--- src/rtl/hazard_ctrl.sv ---
// Hazard, stall and flush control for the 5-stage pipeline.
// Define HAZARD_FORWARDING_EN to enable ALU operand forwarding.
module hazard_ctrl #(
    parameter int CNT_W = 32,
    parameter int REG_W = 5
) (
    input  logic             clk,
    input  logic             reset,
    input  logic [REG_W-1:0] rs_id,
    input  logic [REG_W-1:0] rt_id,
    input  logic             use_rs_id,
    input  logic             use_rt_id,
    input  logic             jump_id,
    input  logic [REG_W-1:0] rs_ex,
    input  logic [REG_W-1:0] rt_ex,
    input  logic [REG_W-1:0] wreg_ex,
    input  logic             regwrite_ex,
    input  logic             memread_ex,
    input  logic [REG_W-1:0] wreg_mem,
    input  logic             regwrite_mem,
    input  logic             branch_taken_mem,
    input  logic [REG_W-1:0] wreg_wb,
    input  logic             regwrite_wb,
    output logic             pc_write,
    output logic             if_id_write,
    output logic             if_id_flush,
    output logic             id_ex_bubble,
    output logic             ex_mem_flush,
    output logic [1:0]       fwd_a,
    output logic [1:0]       fwd_b,
    output logic [CNT_W-1:0] stall_cnt,
    output logic [CNT_W-1:0] flush_cnt,
    output logic             busy
);

    typedef enum logic [1:0] {
        RUN,
        STALL,
        FLUSH
    } state_t;

    state_t state;
    state_t state_nx;

    function automatic logic hit(
        input logic             use_src,
        input logic             rw,
        input logic [REG_W-1:0] wreg,
        input logic [REG_W-1:0] src
    );
        return use_src && rw && (wreg != '0) && (wreg == src);
    endfunction

    logic ex_hit;
    logic mem_hit;
    logic wb_hit;
    logic haz_lu;
    logic haz_raw;
    logic stall;
    logic jump_flush;
    logic any_flush;
    logic stall_cnt_en;

    assign ex_hit  = hit(use_rs_id, regwrite_ex, wreg_ex, rs_id)
                   | hit(use_rt_id, regwrite_ex, wreg_ex, rt_id);
    assign mem_hit = hit(use_rs_id, regwrite_mem, wreg_mem, rs_id)
                   | hit(use_rt_id, regwrite_mem, wreg_mem, rt_id);
    assign wb_hit  = hit(use_rs_id, regwrite_wb, wreg_wb, rs_id)
                   | hit(use_rt_id, regwrite_wb, wreg_wb, rt_id);

    assign haz_lu = ex_hit && memread_ex;

`ifdef HAZARD_FORWARDING_EN
    logic unused_hits;
    assign unused_hits = mem_hit ^ wb_hit;
    assign haz_raw = 1'b0;

    function automatic logic [1:0] fwd_sel(input logic [REG_W-1:0] src);
        if (hit(1'b1, regwrite_mem, wreg_mem, src))
            return 2'b10;
        else if (hit(1'b1, regwrite_wb, wreg_wb, src))
            return 2'b01;
        else
            return 2'b00;
    endfunction

    logic [1:0] fwd_a_c;
    logic [1:0] fwd_b_c;
    assign fwd_a_c = fwd_sel(rs_ex);
    assign fwd_b_c = fwd_sel(rt_ex);
`else
    // No write-through in the register bank, so WB must also stall.
    logic unused_fwd;
    assign unused_fwd = ^{rs_ex, rt_ex};
    assign haz_raw = ex_hit | mem_hit | wb_hit;

    logic [1:0] fwd_a_c;
    logic [1:0] fwd_b_c;
    assign fwd_a_c = 2'b00;
    assign fwd_b_c = 2'b00;
`endif

    assign stall        = haz_lu | haz_raw;
    assign jump_flush   = jump_id && !stall && !branch_taken_mem;
    assign any_flush    = branch_taken_mem | jump_flush;
    assign stall_cnt_en = stall && !branch_taken_mem;

    always_comb begin
        pc_write     = 1'b1;
        if_id_write  = 1'b1;
        if_id_flush  = 1'b0;
        id_ex_bubble = 1'b0;
        ex_mem_flush = 1'b0;
        fwd_a        = fwd_a_c;
        fwd_b        = fwd_b_c;
        state_nx     = RUN;
        if (!reset) begin
            pc_write     = 1'b0;
            if_id_write  = 1'b0;
            if_id_flush  = 1'b1;
            id_ex_bubble = 1'b1;
            ex_mem_flush = 1'b1;
            fwd_a        = 2'b00;
            fwd_b        = 2'b00;
        end else if (branch_taken_mem) begin
            if_id_flush  = 1'b1;
            id_ex_bubble = 1'b1;
            ex_mem_flush = 1'b1;
            state_nx     = FLUSH;
        end else if (stall) begin
            pc_write     = 1'b0;
            if_id_write  = 1'b0;
            id_ex_bubble = 1'b1;
            state_nx     = STALL;
        end else if (jump_id) begin
            if_id_flush  = 1'b1;
            state_nx     = FLUSH;
        end
    end

    always_ff @(posedge clk or negedge reset) begin
        if (!reset) begin
            state     <= RUN;
            busy      <= 1'b0;
            stall_cnt <= '0;
            flush_cnt <= '0;
        end else begin
            state <= state_nx;
            busy  <= (state_nx != RUN);
            if (stall_cnt_en && (stall_cnt != '1))
                stall_cnt <= stall_cnt + 1'b1;
            if (any_flush && (flush_cnt != '1))
                flush_cnt <= flush_cnt + 1'b1;
        end
    end

endmodule

--- config.mk ---
export PLATFORM = sky130hd
export DESIGN_NAME = hazard_ctrl
export DESIGN_NICKNAME = d
export VERILOG_FILES = /design/src/rtl/hazard_ctrl.sv
export SDC_FILE = /design/constraint.sdc
export NUM_CORES = 1
export LEC_CHECK = 0
export BUFFER_PORTS_ARGS = -buffer_cell sky130_fd_sc_hd__buf_4
export CAP_MARGIN = 5
export CORE_MARGIN = 4
export CORE_UTILIZATION = 48
export CTS_BUF_LIST = sky130_fd_sc_hd__clkbuf_2 sky130_fd_sc_hd__clkbuf_4 sky130_fd_sc_hd__clkbuf_8
export DETAILED_ROUTE_END_ITERATION = 10
export PLACE_DENSITY = 0.79
export SETUP_SLACK_MARGIN = 0.02
export SYNTH_ARGS = -nofsm -noshare
export SYNTH_HDL_FRONTEND = slang
export SYNTH_SLANG_ARGS = --single-unit
--- constraint.sdc ---
create_clock -name clk -period 3.1 [get_ports clk]
set_input_delay 0.775 -clock clk [delete_from_list [all_inputs] [get_ports clk]]
set_output_delay 0.775 -clock clk [all_outputs]
set_load 0.01 [all_outputs]
**Yosys cells after proc, flatten, opt, wreduce, memory -nomap -nowiden**

Cells that the tools add are included.

- $add $sub $neg: 2
- $mul: 0
- Divide/modulo/power cells: 0
- Order comparisons: 0
- Equality and inequality tests: 8
- Shift-type cells: 0
- Mux-type cells: 16
- Bitwise gates (word level): 7
- Reduce and logical (&&, ||, !) cells: 30

Operator list:

| kind | number |
|---|---|
| $add 32x1->32 const B | 2 |
| $ne 32x32->1 const B | 2 |
| $eq 5x5->1 | 6 |
| $logic_and 1x1->1 | 24 |
| $reduce_bool 5->1 | 3 |
| $mux 1 | 12 |
| $mux 2 | 4 |
| $or 1x1->1 | 7 |
| $logic_not 1->1 | 2 |
| $reduce_bool 2->1 | 1 |

- Bits in registers: 65
- Latch bits: 0
- Memory bits (writable): 0
- Bits in read-only memories: 0
- Bits of input ports: 45
- Output and inout port bits: 74
- Word-level logic and storage cells: 66
- Memories: 0

**Longest topological paths before layout**

- Depth after elaboration: 12
- Gate-level depth with buffers: 10
- Gate-level depth less buffers: 8

**Least setup slack after synthesis**

OpenSTA, ideal clock, no wires.

- Path kind: input to output
- Start: in wreg_mem[0]
- End: out pc_write
- Arrival time: 2.457 ns
- Required time: 2.325 ns
- Slack: -0.132 ns
- Stages: 6
- Path buffers: 1
- Path through: or4_1 -> o21a_1 -> a32oi_4 -> a21oi_1 -> nor2b_1 -> buf_4

- Word-level cells in the longest chain between the ends: 10
- Elaborated cells between the ends (all ways): 14
- Those cells by class: eq/ne (2); mux (3); bitwise (4); reduce/logical (5)

RTL lines:

| item | line | text |
|---|---|---|
| start: declaration | 19 | `input logic [REG_W-1:0] wreg_mem,` |
| $reduce_bool 5->1 | 51 | `return use_src && rw && (wreg != '0) && (wreg == src);` |
| $logic_and 1x1->1 (2 in a row) | 51 |  |
| $or 1x1->1 (*) | 67 | `\| hit(use_rt_id, regwrite_mem, wreg_mem, rt_id);` |
| $or 1x1->1 (*) (2 in a row) | 95 | `assign haz_raw = ex_hit \| mem_hit \| wb_hit;` |
| $or 1x1->1 (*) | 103 | `assign stall = haz_lu \| haz_raw;` |
| $mux 1 (*) (3 in a row) | n/a |  |
| end: declaration | 24 | `output logic pc_write,` |

Mark *: on every way between the ends. The rest lies on a longest branch, timed or not.

**Final worst setup path**

- Start: in wreg_mem[2]
- End: out if_id_flush

- Word-level cells in the longest chain between the ends: 10
- Elaborated cells between the ends (all ways): 14
- Those cells by class: eq/ne (2); mux (3); bitwise (4); reduce/logical (5)

RTL lines:

| item | line | text |
|---|---|---|
| $reduce_bool 5->1 | 51 |  |
| $logic_and 1x1->1 (2 in a row) | 51 |  |
| $or 1x1->1 (*) | 67 |  |
| $or 1x1->1 (*) (2 in a row) | 95 |  |
| $or 1x1->1 (*) | 103 |  |
| $mux 1 (*) | 130 | `end else if (stall) begin` |
| $mux 1 (*) | 125 | `end else if (branch_taken_mem) begin` |
| $mux 1 (*) | 117 | `if (!reset) begin` |
| end: declaration | 26 | `output logic if_id_flush,` |

Marked as above.

==> qor.txt <==
DR pass1 iterations: 6
vertical die dimension: 95.3 µm
sinks on the clock net: 65
path type of the worst setup path: in2out
sequential fraction of the synthesis area: 0.445
number of antenna-violating nets in the routed design: 0
status: finished, final reports clean
area of the die: 0.00908 mm²
Synth Area in Simple Gates: 0.250
# hold bufs at CTS: 0
worst setup slack after placement: -0.0339 ns
biggest cell delay along the critical path: 0.51 ns
CP startpoint kind: input pin
mean instance size in the synthesized netlist: 10.3 µm²
share of synthesized area spent on multiplexers: 0.00923
Post-synth EDFFs: 0
Clock transition at path regs: 0.07 ns
synth-to-layout area growth: 32.0%
number of antenna violations at the first check in global routing: 0
P_sw: 0.707 mW
CTS Buf Count: 9
cell occurring most often along the worst timing path: sky130_fd_sc_hd__buf_6
Clock Path Buffers: 2
area of placed instances: 0.00459 mm²
critical path endpoint category: output pin
fraction of power consumed by the clock network: 0.307
Tcrit/Tclk final: 0.997
share of final-layout standard cells stronger than drive strength 1: 0.313
width of the die: 95.3 µm
Yosys warning total: 0
Max Cap Viol: 0
Compound-Gate Fraction of Synth Area: 0.0410
Bufs and invs on worst path: 2
slowest stage cell on the critical path: sky130_fd_sc_hd__or4_4
unrepaired setup endpoints after global routing: yes
standard-cell row count: 31
CTS tree: yes
global-route wire length before repair: 14.6 mm
maximum number of pins on one net before global-route repair: 60
share of the synthesized netlist area taken by xor and xnor gates: 0.218
initial standard-cell utilization of the core: 0.499
post-detailed-route wirelength per cell: 15.8 µm
worst slew margin relative to its limit: 0.500
overflow left after global routing: 0
count of pins over their slew limit: 0
Skew-Pair Late Insertion Delay: 0.33 ns
required arrival time at the worst endpoint: 2.32 ns
combined global-route utilization of all metal layers: 0.206
register share of total power: 0.464
largest delay contributor family on the critical path: simple AND/OR/NAND/NOR gates
cell area after technology mapping: 0.00366 mm²
Crit path arrival time: 2.32 ns
number of synthesized register bits: 65
final hold slack: 0.261 ns
net switching share of the total power: 0.304
P per Cell Area: 481 mW/mm²
most frequently used flop master after synthesis: sky130_fd_sc_hd__dfrtp_1
peak supply drop: 382 µV
clock tree root buffer cell: sky130_fd_sc_hd__clkbuf_8
asr flop ratio synth: 1.00
static leakage: 2.16 nW
synthesized instance count: 355
post-DR vias/cell: 5.36
final-report hold violation count: 0
residual DRC count: 0
estimated wirelength of the detail-placed design: 6.84 mm
Antenna Cells: 0
total detailed-routing wirelength: 9.15 mm
area of the placeable core: 0.00733 mm²
count of input and output buffers: 103
number of global-route vias before repair: 3009
H-tree lvl count: 3
via count: 3101
post-layout net count: 522
crit-path max FO: 4
Placer Congestion: 0.821
setup skew after layout: 0.0160 ns
Unique masters post-synth: 41
IO Pins: 119
area share of fa/ha/maj cells after synthesis: 0.00684
final instance area: 0.00483 mm²
dominant combinational cell family by area after synthesis: simple AND/OR/NAND/NOR gates
# setup viols final: 0
Cell Int Power: 1.62 mW
Critical Path, Cell by Cell: buf_6 > or4_4 > o21a_1 > a32oi_4 > and2_4 > a21o_1 > buf_6
number of DRC markers in iteration 0: 142
final critical path time including I/O delays and setup: 3.09 ns
class of the tightest hold or removal check: in2async
achievable clock frequency: 324 MHz
Worst-Margin Slew: 0.750 ns
share of total power in combinational logic: 0.229
post-route worst setup slack: 0.00955 ns
-- layout make-up --
type	count	area, µm²
Multi-Input combinational cell	275	1960
Clock buffer	11	139
Fill cell	576	2500
Clock inverter	5	56.3
Timing Repair Buffer	119	905
Tap cell	99	124
Inverter	5	18.8
Sequential cell	65	1630
-- cell usage after synthesis, types with 3 or more instances --
master | count | area (µm²)
sky130_fd_sc_hd__and4_1 | 7 | 61.3
sky130_fd_sc_hd__and3_1 | 13 | 81.3
sky130_fd_sc_hd__dfrtp_1 | 65 | 1630
sky130_fd_sc_hd__nand3_1 | 18 | 90.1
sky130_fd_sc_hd__nand4_1 | 33 | 206
sky130_fd_sc_hd__nand2_1 | 26 | 97.6
sky130_fd_sc_hd__inv_1 | 5 | 18.8
sky130_fd_sc_hd__xnor2_1 | 60 | 526
sky130_fd_sc_hd__clkbuf_1 | 4 | 15.0
sky130_fd_sc_hd__mux2_2 | 3 | 33.8
sky130_fd_sc_hd__and2_1 | 3 | 18.8
sky130_fd_sc_hd__buf_4 | 7 | 52.6
sky130_fd_sc_hd__nor2_1 | 18 | 67.6
sky130_fd_sc_hd__nor3_1 | 12 | 60.1
sky130_fd_sc_hd__nor3b_1 | 3 | 22.5
sky130_fd_sc_hd__nand2b_1 | 3 | 18.8
sky130_fd_sc_hd__nor4_1 | 14 | 87.6
sky130_fd_sc_hd__xor2_1 | 31 | 272
sky130_fd_sc_hd__o22ai_1 | 3 | 18.8
-- metal layers --
layer  global-route usage  vias to the layer above  part of all wire
met5                    0                        -                 0
met4               0.0745                        0             0.011
met3               0.0316                       12             0.054
met2                0.342                       94              0.49
met1                0.272                     1497              0.44
li1                     -                     1498                 -
-- final timing paths --
kind,startpoint,to,slack (ns),cells past startpoint
min in group clk,flush_cnt[4]$_DFFE_PN0P_,flush_cnt[4]$_DFFE_PN0P_,0.49,1
min,reset,flush_cnt[28]$_DFFE_PN0P_,0.26,1
min reg2reg,flush_cnt[4]$_DFFE_PN0P_,flush_cnt[4]$_DFFE_PN0P_,0.49,1
max,wreg_mem[2],if_id_flush,0.01,7
max reg2reg,stall_cnt[0]$_DFFE_PN0P_,stall_cnt[1]$_DFFE_PN0P_,0.57,7
max in group asynchronous,reset,flush_cnt[26]$_DFFE_PN0P_,1.88,2
-- timing repair --
action	4_1_cts	5_1_grt
buffers inserted	2	1
gates resized for setup	3	2
pin swaps	4	4
setup endpoints to repair	1	4
-- worst register-to-register path: stages, from the launching register on --
cell and delay, ns:
sky130_fd_sc_hd__dfrtp_1 0.45, sky130_fd_sc_hd__ha_1 0.25, sky130_fd_sc_hd__and3_1 0.29, sky130_fd_sc_hd__and4_1 0.33
sky130_fd_sc_hd__and4_1 0.27, sky130_fd_sc_hd__a211oi_4 0.21, sky130_fd_sc_hd__buf_4 0.26, sky130_fd_sc_hd__mux2_2 0.36
-- power by group through the flow --
stage | Clock, mW | Sequential (mW) | Combinational [mW]
after global placement | 0 | 1.09 | 0.513
after global routing | 0.774 | 1.10 | 0.585
final | 0.713 | 1.08 | 0.532
after floorplan | 0 | 1.11 | 0.218
after detailed placement | 0 | 1.09 | 0.531
after CTS | 0.728 | 1.08 | 0.537
-- state kept, by name (all words and copies together) (netlist names) --
register   cells
busy           1
stall_cnt     32
flush_cnt     32
-- layout by cell type (no fill, tap or decap), types with 4 or more instances in the layout --
cell,n
sky130_fd_sc_hd__and4_1,7
sky130_fd_sc_hd__dfrtp_1,65
sky130_fd_sc_hd__conb_1,4
sky130_fd_sc_hd__nand2_1,26
sky130_fd_sc_hd__and3_1,13
sky130_fd_sc_hd__nor3_1,12
sky130_fd_sc_hd__nor2_1,18
sky130_fd_sc_hd__nand3_1,18
sky130_fd_sc_hd__xnor2_1,60
sky130_fd_sc_hd__xor2_1,31
sky130_fd_sc_hd__inv_1,5
sky130_fd_sc_hd__clkbuf_8,9
sky130_fd_sc_hd__buf_4,116
sky130_fd_sc_hd__nand4_1,33
sky130_fd_sc_hd__nor4_1,14
-- per-stage QoR --
step / TNS, ns / total power, mW / std cells / utilization
floorplan: 0 / 1.33 / 358 / -
global placement: -0.0241 / 1.60 / 560 / 0.627
detailed placement: -0.0339 / 1.62 / 560 / 0.627
CTS: 0 / 2.34 / 578 / 0.657
global route: -0.0460 / 2.46 / 579 / 0.659
finish: 0 / 2.32 / 579 / 0.659
-- logic make-up (layout without fill, tap and decap cells) --
logic type                 after synthesis  count (layout)
and+or+nand+nor                        162             162
xor gates and xnor gates                91              91
DFF                                     65              65
buffers and inverters                   18             140
AOI/OAI and AO/OA                       13              13
muxes                                    3               3
adders and majority gates                2               2
other                                    1               4
Power figures use the tool's default switching activity.
